### config.mk
export PLATFORM = sky130hd
export DESIGN_NAME = mpsoc_ahb4_master_port
export DESIGN_NICKNAME = d
export VERILOG_FILES = /design/src/rtl/mpsoc_ahb4_pkg.sv /design/src/rtl/mpsoc_ahb4_master_port.sv
export SDC_FILE = /design/constraint.sdc
export NUM_CORES = 1
export LEC_CHECK = 0
export ABC_CLOCK_PERIOD_IN_PS = 2300
export BUFFER_PORTS_ARGS = -buffer_cell sky130_fd_sc_hd__clkbuf_2
export CORE_UTILIZATION = 35
export DETAILED_ROUTE_END_ITERATION = 10
export PLACE_DENSITY = 0.61
export SYNTH_ARGS = -nofsm -noshare
export SYNTH_HDL_FRONTEND = slang
export SYNTH_SLANG_ARGS = --single-unit
### constraint.sdc
create_clock -name HCLK -period 2.3 [get_ports HCLK]
set_input_delay 0 -clock HCLK [delete_from_list [all_inputs] [get_ports HCLK]]
set_output_delay 0 -clock HCLK [all_outputs]
set_load 0.05 [all_outputs]
### src/rtl/mpsoc_ahb4_pkg.sv
// Shared AHB4 (AHB-Lite) encodings and the initiator port state type.
package mpsoc_ahb4_pkg;

   localparam logic [1:0] HTRANS_IDLE   = 2'b00;
   localparam logic [1:0] HTRANS_BUSY   = 2'b01;
   localparam logic [1:0] HTRANS_NONSEQ = 2'b10;
   localparam logic [1:0] HTRANS_SEQ    = 2'b11;

   localparam logic [2:0] HBURST_SINGLE = 3'b000;

   localparam logic [2:0] HSIZE_BYTE  = 3'b000;
   localparam logic [2:0] HSIZE_HWORD = 3'b001;
   localparam logic [2:0] HSIZE_WORD  = 3'b010;
   localparam logic [2:0] HSIZE_DWORD = 3'b011;

   localparam logic HRESP_OKAY  = 1'b0;
   localparam logic HRESP_ERROR = 1'b1;

   localparam logic [3:0] HPROT_DEFAULT = 4'b0011;

   typedef enum logic {
      ST_RUN  = 1'b0,
      ST_ERR1 = 1'b1
   } ahb4_state_t;

endpackage

### src/rtl/mpsoc_ahb4_master_port.sv
// AHB4 initiator: valid/ready request stream to pipelined single transfers,
// one in-order response per request, with cancel/replay on two-cycle ERROR.
module mpsoc_ahb4_master_port
   import mpsoc_ahb4_pkg::*;
#(
   parameter int PLEN = 8,
   parameter int XLEN = 32
) (
   input  logic            HCLK,
   input  logic            HRESET,
   input  logic            req_valid,
   output logic            req_ready,
   input  logic            req_write,
   input  logic [PLEN-1:0] req_addr,
   input  logic [2:0]      req_size,
   input  logic            req_lock,
   input  logic [XLEN-1:0] req_wdata,
   output logic            rsp_valid,
   output logic [XLEN-1:0] rsp_rdata,
   output logic            rsp_error,
   output logic            HSEL,
   output logic [PLEN-1:0] HADDR,
   output logic            HWRITE,
   output logic [2:0]      HSIZE,
   output logic [2:0]      HBURST,
   output logic [3:0]      HPROT,
   output logic [1:0]      HTRANS,
   output logic            HMASTLOCK,
   output logic [XLEN-1:0] HWDATA,
   input  logic [XLEN-1:0] HRDATA,
   input  logic            HREADY,
   input  logic            HRESP
);

   ahb4_state_t r_state, w_state_nxt;
   logic w_req_ready, w_err_start, w_replay, w_accept;

   logic [1:0]      r_htrans;
   logic [PLEN-1:0] r_haddr;
   logic            r_hwrite;
   logic [2:0]      r_hsize;
   logic            r_hlock;
   logic [XLEN-1:0] r_awdata;

   logic            r_dvalid;
   logic            r_dwrite;
   logic [XLEN-1:0] r_hwdata;

   logic            r_rp_valid;
   logic [PLEN-1:0] r_rp_addr;
   logic            r_rp_write;
   logic [2:0]      r_rp_size;
   logic            r_rp_lock;
   logic [XLEN-1:0] r_rp_wdata;

   logic            r_rsp_valid;
   logic [XLEN-1:0] r_rsp_rdata;
   logic            r_rsp_error;

   always_ff @(posedge HCLK) begin
      if (HRESET) r_state <= ST_RUN;
      else        r_state <= w_state_nxt;
   end

   always_comb begin
      w_state_nxt = r_state;
      case (r_state)
         ST_RUN:  if (r_dvalid && HRESP && !HREADY) w_state_nxt = ST_ERR1;
         ST_ERR1: if (HREADY) w_state_nxt = ST_RUN;
         default: w_state_nxt = ST_RUN;
      endcase
   end

   always_comb begin
      w_req_ready = 1'b0;
      w_err_start = 1'b0;
      w_replay    = 1'b0;
      case (r_state)
         ST_RUN: begin
            w_req_ready = HREADY & ~HRESET;
            w_err_start = r_dvalid & HRESP & ~HREADY;
         end
         ST_ERR1: w_replay = HREADY & r_rp_valid;
         default: ;
      endcase
   end

   assign w_accept  = req_valid & w_req_ready;
   assign req_ready = w_req_ready;

   // First ERROR cycle cancels the pending address phase even though HREADY=0.
   always_ff @(posedge HCLK) begin
      if (HRESET) begin
         r_htrans <= HTRANS_IDLE;
         r_haddr  <= '0;
         r_hwrite <= 1'b0;
         r_hsize  <= '0;
         r_hlock  <= 1'b0;
         r_awdata <= '0;
      end else if (w_err_start) begin
         r_htrans <= HTRANS_IDLE;
      end else if (HREADY) begin
         if (w_replay) begin
            r_htrans <= HTRANS_NONSEQ;
            r_haddr  <= r_rp_addr;
            r_hwrite <= r_rp_write;
            r_hsize  <= r_rp_size;
            r_hlock  <= r_rp_lock;
            r_awdata <= r_rp_wdata;
         end else if (w_accept) begin
            r_htrans <= HTRANS_NONSEQ;
            r_haddr  <= req_addr;
            r_hwrite <= req_write;
            r_hsize  <= req_size;
            r_hlock  <= req_lock;
            r_awdata <= req_wdata;
         end else begin
            r_htrans <= HTRANS_IDLE;
         end
      end
   end

   always_ff @(posedge HCLK) begin
      if (HRESET) begin
         r_rp_valid <= 1'b0;
         r_rp_addr  <= '0;
         r_rp_write <= 1'b0;
         r_rp_size  <= '0;
         r_rp_lock  <= 1'b0;
         r_rp_wdata <= '0;
      end else if (w_err_start) begin
         r_rp_valid <= (r_htrans == HTRANS_NONSEQ);
         r_rp_addr  <= r_haddr;
         r_rp_write <= r_hwrite;
         r_rp_size  <= r_hsize;
         r_rp_lock  <= r_hlock;
         r_rp_wdata <= r_awdata;
      end else if (w_replay) begin
         r_rp_valid <= 1'b0;
      end
   end

   always_ff @(posedge HCLK) begin
      if (HRESET) begin
         r_dvalid <= 1'b0;
         r_dwrite <= 1'b0;
         r_hwdata <= '0;
      end else if (HREADY) begin
         r_dvalid <= (r_htrans == HTRANS_NONSEQ);
         r_dwrite <= r_hwrite;
         if (r_htrans == HTRANS_NONSEQ) r_hwdata <= r_awdata;
      end
   end

   always_ff @(posedge HCLK) begin
      if (HRESET) begin
         r_rsp_valid <= 1'b0;
         r_rsp_rdata <= '0;
         r_rsp_error <= 1'b0;
      end else begin
         r_rsp_valid <= HREADY & r_dvalid;
         if (HREADY && r_dvalid) begin
            r_rsp_rdata <= r_dwrite ? '0 : HRDATA;
            r_rsp_error <= HRESP;
         end
      end
   end

   assign HSEL      = r_htrans[1];
   assign HTRANS    = r_htrans;
   assign HADDR     = r_haddr;
   assign HWRITE    = r_hwrite;
   assign HSIZE     = r_hsize;
   assign HMASTLOCK = r_hlock;
   assign HBURST    = HBURST_SINGLE;
   assign HPROT     = HPROT_DEFAULT;
   assign HWDATA    = r_hwdata;
   assign rsp_valid = r_rsp_valid;
   assign rsp_rdata = r_rsp_rdata;
   assign rsp_error = r_rsp_error;

endmodule
==> results of run 1 <==
==> timing repair <==
item,in CTS,in global routing
hold endpoints to repair,81,0
resized for setup,0,0
hold buffers,80,0
==> final cells by class <==
type | count | area share, %
sequential | 161 | 37.5
multi-input combinational | 478 | 31.5
timing repair buffer | 259 | 20.8
clock buffer | 22 | 5.40
tap | 225 | 3.27
clock inverter | 10 | 1.56
inverter | 1 | 0.0436
==> state kept, by name (all words and copies together), names as in the netlist, 3 cells and up <==
name	count
rsp_rdata	32
r_rp_addr	8
r_rp_wdata	32
r_awdata	32
r_rp_size	3
HWDATA	32
HADDR	8
HSIZE	3
==> cells in the final DEF (no fill, tap or decap), types with 6 or more instances in the layout <==
master and n:
dlygate4sd3_1 80, a311oi_2 40, nand2_1 250, clkbuf_16 17, buf_4 13, dfxtp_1 161, conb_1 8, nor3_1 47
a22o_1 32, a311oi_1 6, clkbuf_2 162, a21oi_1 80
==> metrics by stage <==
stage	total power (µW)	utilization, %	std cells	hold slack [ns]	cell area [µm²]
final	6310	49.4	1156	0.328	8600
after global routing	6550	49.4	1156	0.323	8600
after CTS	6370	49.4	1156	0.303	8600
after detailed placement	3380	41.4	1044	0.214	7200
after global placement	3380	41.4	1044	0.217	7200
after floorplan	3250	-	713	0.126	6330
==> cell families after synthesis <==
kind of cell    count (synthesis)  share of synthesized area, %
flops                         161                          51.1
simple gates                  309                          20.4
other cells                     2                         0.119
buf+inv                        74                          6.83
compound gates                160                          21.4
mux                             1                         0.159
==> where the power goes <==
part / total [µW] / internal (µW) / leakage [µW] / switching [µW]
Combinational: 550 / 237 / 0.00178 / 313
Clock: 2880 / 1760 / 0.000290 / 1120
Sequential: 2880 / 2840 / 0.00130 / 39.9
Total: 6310 / 4840 / 0.00338 / 1470
==> critical path: cells and delay by family, from the launching register on <==
| kind | cells | cell delay, ns |
|---|---|---|
| AND/OR/NAND/NOR | 2 | 0.49 |
| buffers and inverters | 1 | 0.34 |
| flip-flops | 1 | 0.53 |
| AO/OA/AOI/OAI | 1 | 0.26 |
==> synthesized netlist by cell type, drive strengths merged, types with 2 or more instances <==
cell type and number:
clkbuf 28, a21oi 81, buf 45, a311oi 46, dfxtp 161, nand3 2
a22o 32, nor3 47, nand2 250, conb 2, nor2 3
==> final timing paths <==
check | to | slack, ns
max | HADDR[2] | 0.60
min | rsp_rdata[17] | 0.33
max reg2reg | HADDR[2] | 0.60
min reg2reg | HWDATA[28] | 0.45
==> routing by layer <==
| metal | routed length (µm) | up-vias | GRT usage [%] | share of wire (%) |
|---|---|---|---|---|
| li1 | - | 2844 | - | - |
| met1 | 8050 | 2591 | 23.4 | 47 |
| met2 | 7810 | 166 | 30.6 | 46 |
| met3 | 1130 | 10 | 6.15 | 6.6 |
| met4 | 125 | 0 | 6.05 | 0.73 |
| met5 | 0 | - | 0 | 0 |
==> qor.txt, run 1 <==
Run status - completed
Vias in the first global route - 5403
Top_reg_cell synth - dfxtp_1
First-pass GRT wire length - 27100 µm
Mapped Cells - 707
Hold Crit Depth - 3
Slew Limit Headroom - 52.7%
CTS Root Buffer Type - clkbuf_16
Measured slew at the worst slew-check pin - 0.709 ns
Gr usage total - 18.8%
Worst setup path startpoint - r_state
Die Width - 136 µm
Worst Path Arrival - 2.04 ns
Grt ovf - 0
Top cells by area, synth - dfxtp_1 51%, nand2_1 15%, a311oi_2 9.5%
Worst-path clk slew - 0.06 ns
Leakage Power - 0.00338 µW
Full die area - 0.0186 mm²
Critical path endpoint category - flop
DRC violations left - 0
Flops & latches, synth - 161
RSZ-0062 raised after global routing - no
Nets - 1000
Worst Skew - 0.00582 ns
Worst path slowest cell - dfxtp_1
R2R depth - 4
Crit start category - flop
Worst hold path class - input port to flop
TritonCTS buffer count - 17
Period minus WS final - 1.70 ns
Reg2Reg Launch Point - r_state
Period utilization - 74.0%
VDD IR max - 0.000515 V
Peak Freq - 0.588 GHz
Detailed Routing Iterations Pass 1 - 4
Synth Cell Area - 0.00631 mm²
Initial core utilization - 36.2%
Clock H-tree levels - 4
Crit path largest cell delay - 0.53 ns
Clock Sinks - 161
Largest net degree at the start of global routing - 103
GP Congestion - 0.705
Crit path required time - 2.64 ns
PD cells - 733 mW/mm²
Multi-input logic area - 0.00271 mm²
Min-delay src - HRDATA[17]
Wire per inst - 14.8 µm
Ys Warns - 0
Core area - 0.0174 mm²
Max-slew violations - 0
Via count - 5611
Clk buf depth - 2
Fin. Hold Viols - 0
Worst path cell trace - and3_4, buf_4, nand2_1, a311oi_2
Number of enable flip-flop cells after synthesis - 0
Setup slack after layout - 0.598 ns
Placement row count - 48
Syn Area/Cell - 8.92 µm²
Register area - 0.00322 mm²
WS Path Type - flop to flop
Clk_lat worst skew - 0.42 ns
Leading area contributor after synthesis - dfxtp_1
Fillers - 1677
Post-CTS Setup Inserts - 0
WL final - 17100 µm
DP HPWL - 10500 µm
IO Port Bufs - 163
Synth unique cells - 26
Post-route ant nets - 0
Die Height - 136 µm
Top cell type's share of synthesized area - 51.1%
Initial antenna violation count - 0
Final setup viols - 0
Antenna Diode Count - 0
Dpl ws - 0.649 ns
DR iter-0 viols - 234
Vias/cell - 4.85
P&R area growth vs syn - 36.4%
CTS tree - yes
Setup TNS Final - 0 ns
FFs w/ async S/R, synth - 0%
Highest net fanout along the worst path - 29
Top-Level Pins - 172
Max-Cap Viols - 0
Sequential area share after synthesis - 51.1%
Layout cell share with drive strength beyond 1 - 27.7%
(Power assumes the default switching activity.)
==> run 2: changes to the inputs <==
- ABC_CLOCK_PERIOD_IN_PS: 2300 -> 1630
- clock period: 2.3 -> 1.63 ns (I/O delays scaled with it)
==> qor.txt, run 2 (synthesis results as in run 1) <==
VDD IR max - 0.000723 V (+40%)
Most common cell after layout, fill and taps aside - nand2_1
Full die area - 0.0186 mm² (unchanged)
WS Path Type - input port to primary output
Worst-path clk slew - 0.06 ns (about the same)
Clk buf depth - 2 (unchanged)
Final setup viols - 0 (unchanged)
Largest net degree at the start of global routing - 103 (unchanged)
Power Total - 8590 µW (+36%)
DR iter-0 viols - 270 (+15%)
Measured slew at the worst slew-check pin - 0.531 ns (-0.179 ns)
Period minus WS final - 1.57 ns
Final instance area - 0.00868 mm² (+0.96%)
Reg2Reg Launch Point - r_state
Max-Cap Viols - 0 (unchanged)
TritonCTS buffer count - 17 (unchanged)
Critical path endpoint category - primary output
Antenna Diode Count - 0 (unchanged)
Post-DP Area - 0.00732 mm² (+1.7%)
Leakage Power - 0.00341 µW (+1.0%)
Post-route ant nets - 0 (unchanged)
WL final - 17000 µm (-0.58%)
Clock H-tree levels - 4 (unchanged)
Clock Sinks - 161 (unchanged)
Worst hold path class - input port to flop
First-pass GRT wire length - 26800 µm (-1.4%)
P&R area growth vs syn - 37.7%
Post-CTS Setup Inserts - 0 (unchanged)
Worst Skew - 0.00956 ns (+0.00374 ns)
DP HPWL - 10600 µm (+1.0%)
Initial antenna violation count - 0 (unchanged)
Gr usage total - 18.6% (-0.16 points)
RSZ-0062 raised after global routing - no
R2R Setup Slk - 0.12 ns (-0.48 ns)
Initial core utilization - 36.2% (unchanged)
Vias in the first global route - 5253 (-2.8%)
IO Port Bufs - 163 (unchanged)
Slew Limit Headroom - 64.6% (+12 points)
Vias/cell - 4.89 (+0.83%)
Top-Level Pins - 172 (unchanged)
Worst Hold End - r_awdata[14]
Die Width - 136 µm (unchanged)
Nets - 1008 (+0.80%)
Max-slew violations - 0 (unchanged)
GP Congestion - 0.711 (+0.97%)
Worst setup path startpoint - HRESET
Wire per inst - 14.6 µm (-1.3%)
Hold Crit Depth - 5 (+2)
R2R depth - 4 (unchanged)
PD cells - 989 mW/mm² (+35%)
Placement row count - 48 (unchanged)
Via count - 5697 (+1.5%)
Worst Path Arrival - 1.57 ns (-0.47 ns)
Min-delay src - req_valid
Crit start category - input port
Run status - completed
Clk_lat worst skew - 0.42 ns (about the same)
Die Height - 136 µm (unchanged)
CTS Root Buffer Type - clkbuf_16
Highest net fanout along the worst path - 29 (unchanged)
Core area - 0.0174 mm² (unchanged)
Crit path required time - 1.63 ns (-1.01 ns)
Detailed Routing Iterations Pass 1 - 4 (unchanged)
Peak Freq - 0.638 GHz
Leading cell types in the layout, fill and taps excluded - 250 x nand2_1, 161 x dfxtp_1, 160 x clkbuf_2
Fin. Hold Viols - 0 (unchanged)
Setup TNS Final - 0 ns (unchanged)
Reg2Reg Capture Point - r_awdata[13]
DRC violations left - 0 (unchanged)
Period utilization - 96.1%
Grt ovf - 0 (unchanged)
CTS tree - yes
Layout cell share with drive strength beyond 1 - 28.6% (+0.94 points)
[run 2: cell types whose count changed in the layout (fill, tap and decap cells not counted), moves of 2 or more]
cell       previous run  this run
clkbuf_1              3         0
clkbuf_2            162       160
clkinv_4              1         4
inv_6                 0         4
buf_12                4         9
buf_4                13        16
clkinv_2              4         2
bufinv_16             3         0
[run 2: layer usage]
metal | global-route usage [%] | vias to the layer above | wire length [µm]
met3 | 4.29 | 16 | 1060
met4 | 7.28 | 0 | 222
li1 | - | 2856 | -
met2 | 31.2 | 177 | 8060
met5 | 0 | - | 0
met1 | 23.0 | 2648 | 7660
[run 2: timing repair]
item	CTS	global route
setup endpoints to repair	0	3
hold endpoints to repair	80	0
resized for setup	0	3
hold buffers	80	0
[run 2: per-stage QoR]
stage | hold slack (ns) | setup slack (ns) | utilization (%) | std cells
floorplan | 0.126 | 0.134 | - | 713
global placement | 0.211 | 0.189 | 42.1 | 1052
detailed placement | 0.213 | 0.153 | 42.1 | 1052
CTS | 0.272 | 0.0121 | 49.8 | 1164
global route | 0.301 | 0.00767 | 49.9 | 1164
finish | 0.291 | 0.0633 | 49.9 | 1164
[run 2: power breakdown]
part | internal [µW] | switching, µW | total [µW]
Clock | 2050 | 1690 | 3740
Combinational | 343 | 443 | 786
Sequential | 4000 | 56.6 | 4060
Total | 6400 | 2190 | 8590
[run 2: cell type report]
| cell class | count | area, µm² |
|---|---|---|
| Tap cell | 225 | 282 |
| Clock inverter | 13 | 103 |
| Fill cell | 1642 | 8730 |
| Inverter | 1 | 3.75 |
| Sequential cell | 161 | 3220 |
| Multi-Input combinational cell | 478 | 2710 |
| Clock buffer | 19 | 453 |
| Timing Repair Buffer | 267 | 1910 |
[run 2: critical path: stages]
cell,delay [ns]
dlygate4sd3_1,0.55
buf_4,0.18
buf_4,0.25
nor3_1,0.28
clkbuf_4,0.30
[run 2: worst max-delay path by stage]
| stage | to | slack, ns | depth (start not counted) |
|---|---|---|---|
| 2_1_floorplan | req_ready | 0.13 | 2 |
| 3_3_place_gp | HSIZE[0] | 0.19 | 4 |
| 3_5_place_dp | r_awdata[12] | 0.15 | 4 |
| 4_1_cts | req_ready | 0.01 | 5 |
| 5_1_grt | req_ready | 0.008 | 5 |
| 6_report | req_ready | 0.06 | 5 |
==> run 3: changes to the inputs <==
- PLACE_DENSITY: 0.61 -> default
==> qor.txt, run 3 (synthesis results as in run 1) <==
Full die area - 0.0186 mm² (unchanged)
Gr usage total - 18.9% (+0.24 points)
Clk buf depth - 2 (unchanged)
Worst Skew - 0.00813 ns (-0.00142 ns)
Wire per inst - 14.8 µm (+1.1%)
Crit start category - input port
Highest net fanout along the worst path - 9 (-69%)
RSZ-0062 raised after global routing - no
Most common cell after layout, fill and taps aside - nand2_1
Setup TNS Final - 0 ns (unchanged)
Via count - 5626 (-1.2%)
Top-Level Pins - 172 (unchanged)
Layout cell share with drive strength beyond 1 - 28.5% (-0.18 points)
Fin. Hold Viols - 0 (unchanged)
WS Path Type - input port to primary output
DRC violations left - 0 (unchanged)
Worst path cell trace - dlygate4sd3_1, clkbuf_2, buf_4, inv_2, nor3_1, clkbuf_4
Post-CTS Setup Inserts - 0 (unchanged)
Critical path endpoint category - primary output
Initial antenna violation count - 0 (unchanged)
CTS tree - yes
Final setup viols - 0 (unchanged)
DP HPWL - 10800 µm (+2.7%)
Max-Cap Viols - 0 (unchanged)
Core area - 0.0174 mm² (unchanged)
P&R area growth vs syn - 37.8% (about the same)
Dpl ws - 0.114 ns (-0.0386 ns)
R2R Setup Slk - 0.14 ns (+0.02 ns)
Power Total - 8930 µW (+4.0%)
Period utilization - 94.9% (-1.2 points)
Vias/cell - 4.84 (-1.2%)
Antenna Diode Count - 0 (unchanged)
Detailed Routing Iterations Pass 1 - 4 (unchanged)
Worst path slowest cell - dlygate4sd3_1
IO Port Bufs - 163 (unchanged)
Clock Sinks - 161 (unchanged)
Worst Path Arrival - 1.55 ns (-0.02 ns)
TritonCTS buffer count - 17 (unchanged)
Setup slack after layout - 0.0836 ns (+0.0203 ns)
Measured slew at the worst slew-check pin - 0.854 ns (+0.324 ns)
WL final - 17200 µm (+1.0%)
GP Congestion - 0.723 (+1.7%)
Clock H-tree levels - 4 (unchanged)
Peak Freq - 0.647 GHz (+1.3%)
Grt ovf - 0 (unchanged)
Die Height - 136 µm (unchanged)
Period minus WS final - 1.55 ns (-0.0203 ns)
Slew Limit Headroom - 43.0% (-22 points)
First-pass GRT wire length - 27200 µm (+1.8%)
DR iter-0 viols - 328 (+21%)
VDD IR max - 0.000724 V (+0.16%)
Largest net degree at the start of global routing - 68 (-34%)
Nets - 1009 (+0.099%)
Crit path required time - 1.63 ns (about the same)
PD cells - 1030 mW/mm² (+4.0%)
Clk_lat worst skew - 0.42 ns (about the same)
Run status - completed
Max-slew violations - 0 (unchanged)
Leading cell types in the layout, fill and taps excluded - 250 x nand2_1, 161 x dfxtp_1, 161 x clkbuf_2
Initial core utilization - 36.2% (unchanged)
Die Width - 136 µm (unchanged)
Placement row count - 48 (unchanged)
Post-route ant nets - 0 (unchanged)
Worst hold path class - input port to flop
Layout Utilization - 49.9% (about the same)
Worst-path clk slew - 0.06 ns (about the same)
Leakage Power - 0.00342 µW (+0.38%)
Crit path largest cell delay - 0.55 ns (about the same)
Vias in the first global route - 5370 (+2.2%)
CTS Root Buffer Type - clkbuf_16
==> run 3: cell type report <==
cell class	instances	area (µm²)
flip-flops and latches	161	3220
repair buffers	268	1870
multi-input cells	478	2710
well taps	225	282
fillers	1666	8730
inverters	1	3.75
clock buffers	21	470
clock inverters	9	131
==> run 3: critical path, delay by kind of cell <==
kind,cells,cell delay (ns)
buffers and inverters,5,1.32
and+or+nand+nor,1,0.23
==> run 3: metal layers <==
layer | track usage (%) | part of all wire (%)
met4 | 5.68 | 1.2
met2 | 32.2 | 47
met1 | 22.7 | 46
met3 | 5.48 | 5.8
met5 | 0 | 0
==> run 3: stage by stage <==
stage | cells | hold slack [ns] | instance area [µm²]
after floorplan | 713 | 0.126 | 6330
after global placement | 1053 | 0.212 | 7280
after detailed placement | 1053 | 0.214 | 7280
after CTS | 1163 | 0.122 | 8680
after global routing | 1163 | 0.146 | 8690
final | 1163 | 0.132 | 8690
==> run 3: worst paths after layout <==
path | startpoint | end | cells after the start
worst max-delay path | HREADY | req_ready | 6
worst min-delay path | HRESET | HTRANS[1] | 3
worst max register to register | r_state | HADDR[5] | 5
worst min register to register | HWDATA[9] | HWDATA[9] | 2
==> run 3: timing repair <==
item                                    CTS  global route
endpoints found under the setup margin    0             1
resized for setup                         0             2
hold buffers                             80             0
hold endpoints to repair                 80             0
==> run 3: where the power goes <==
part	total (µW)	switching (µW)	internal, µW	leakage [µW]
registers	4060	56.6	4010	0.00130
logic	785	443	342	0.00183
clock network	4090	1570	2510	0.000287
total	8930	2070	6860	0.00342
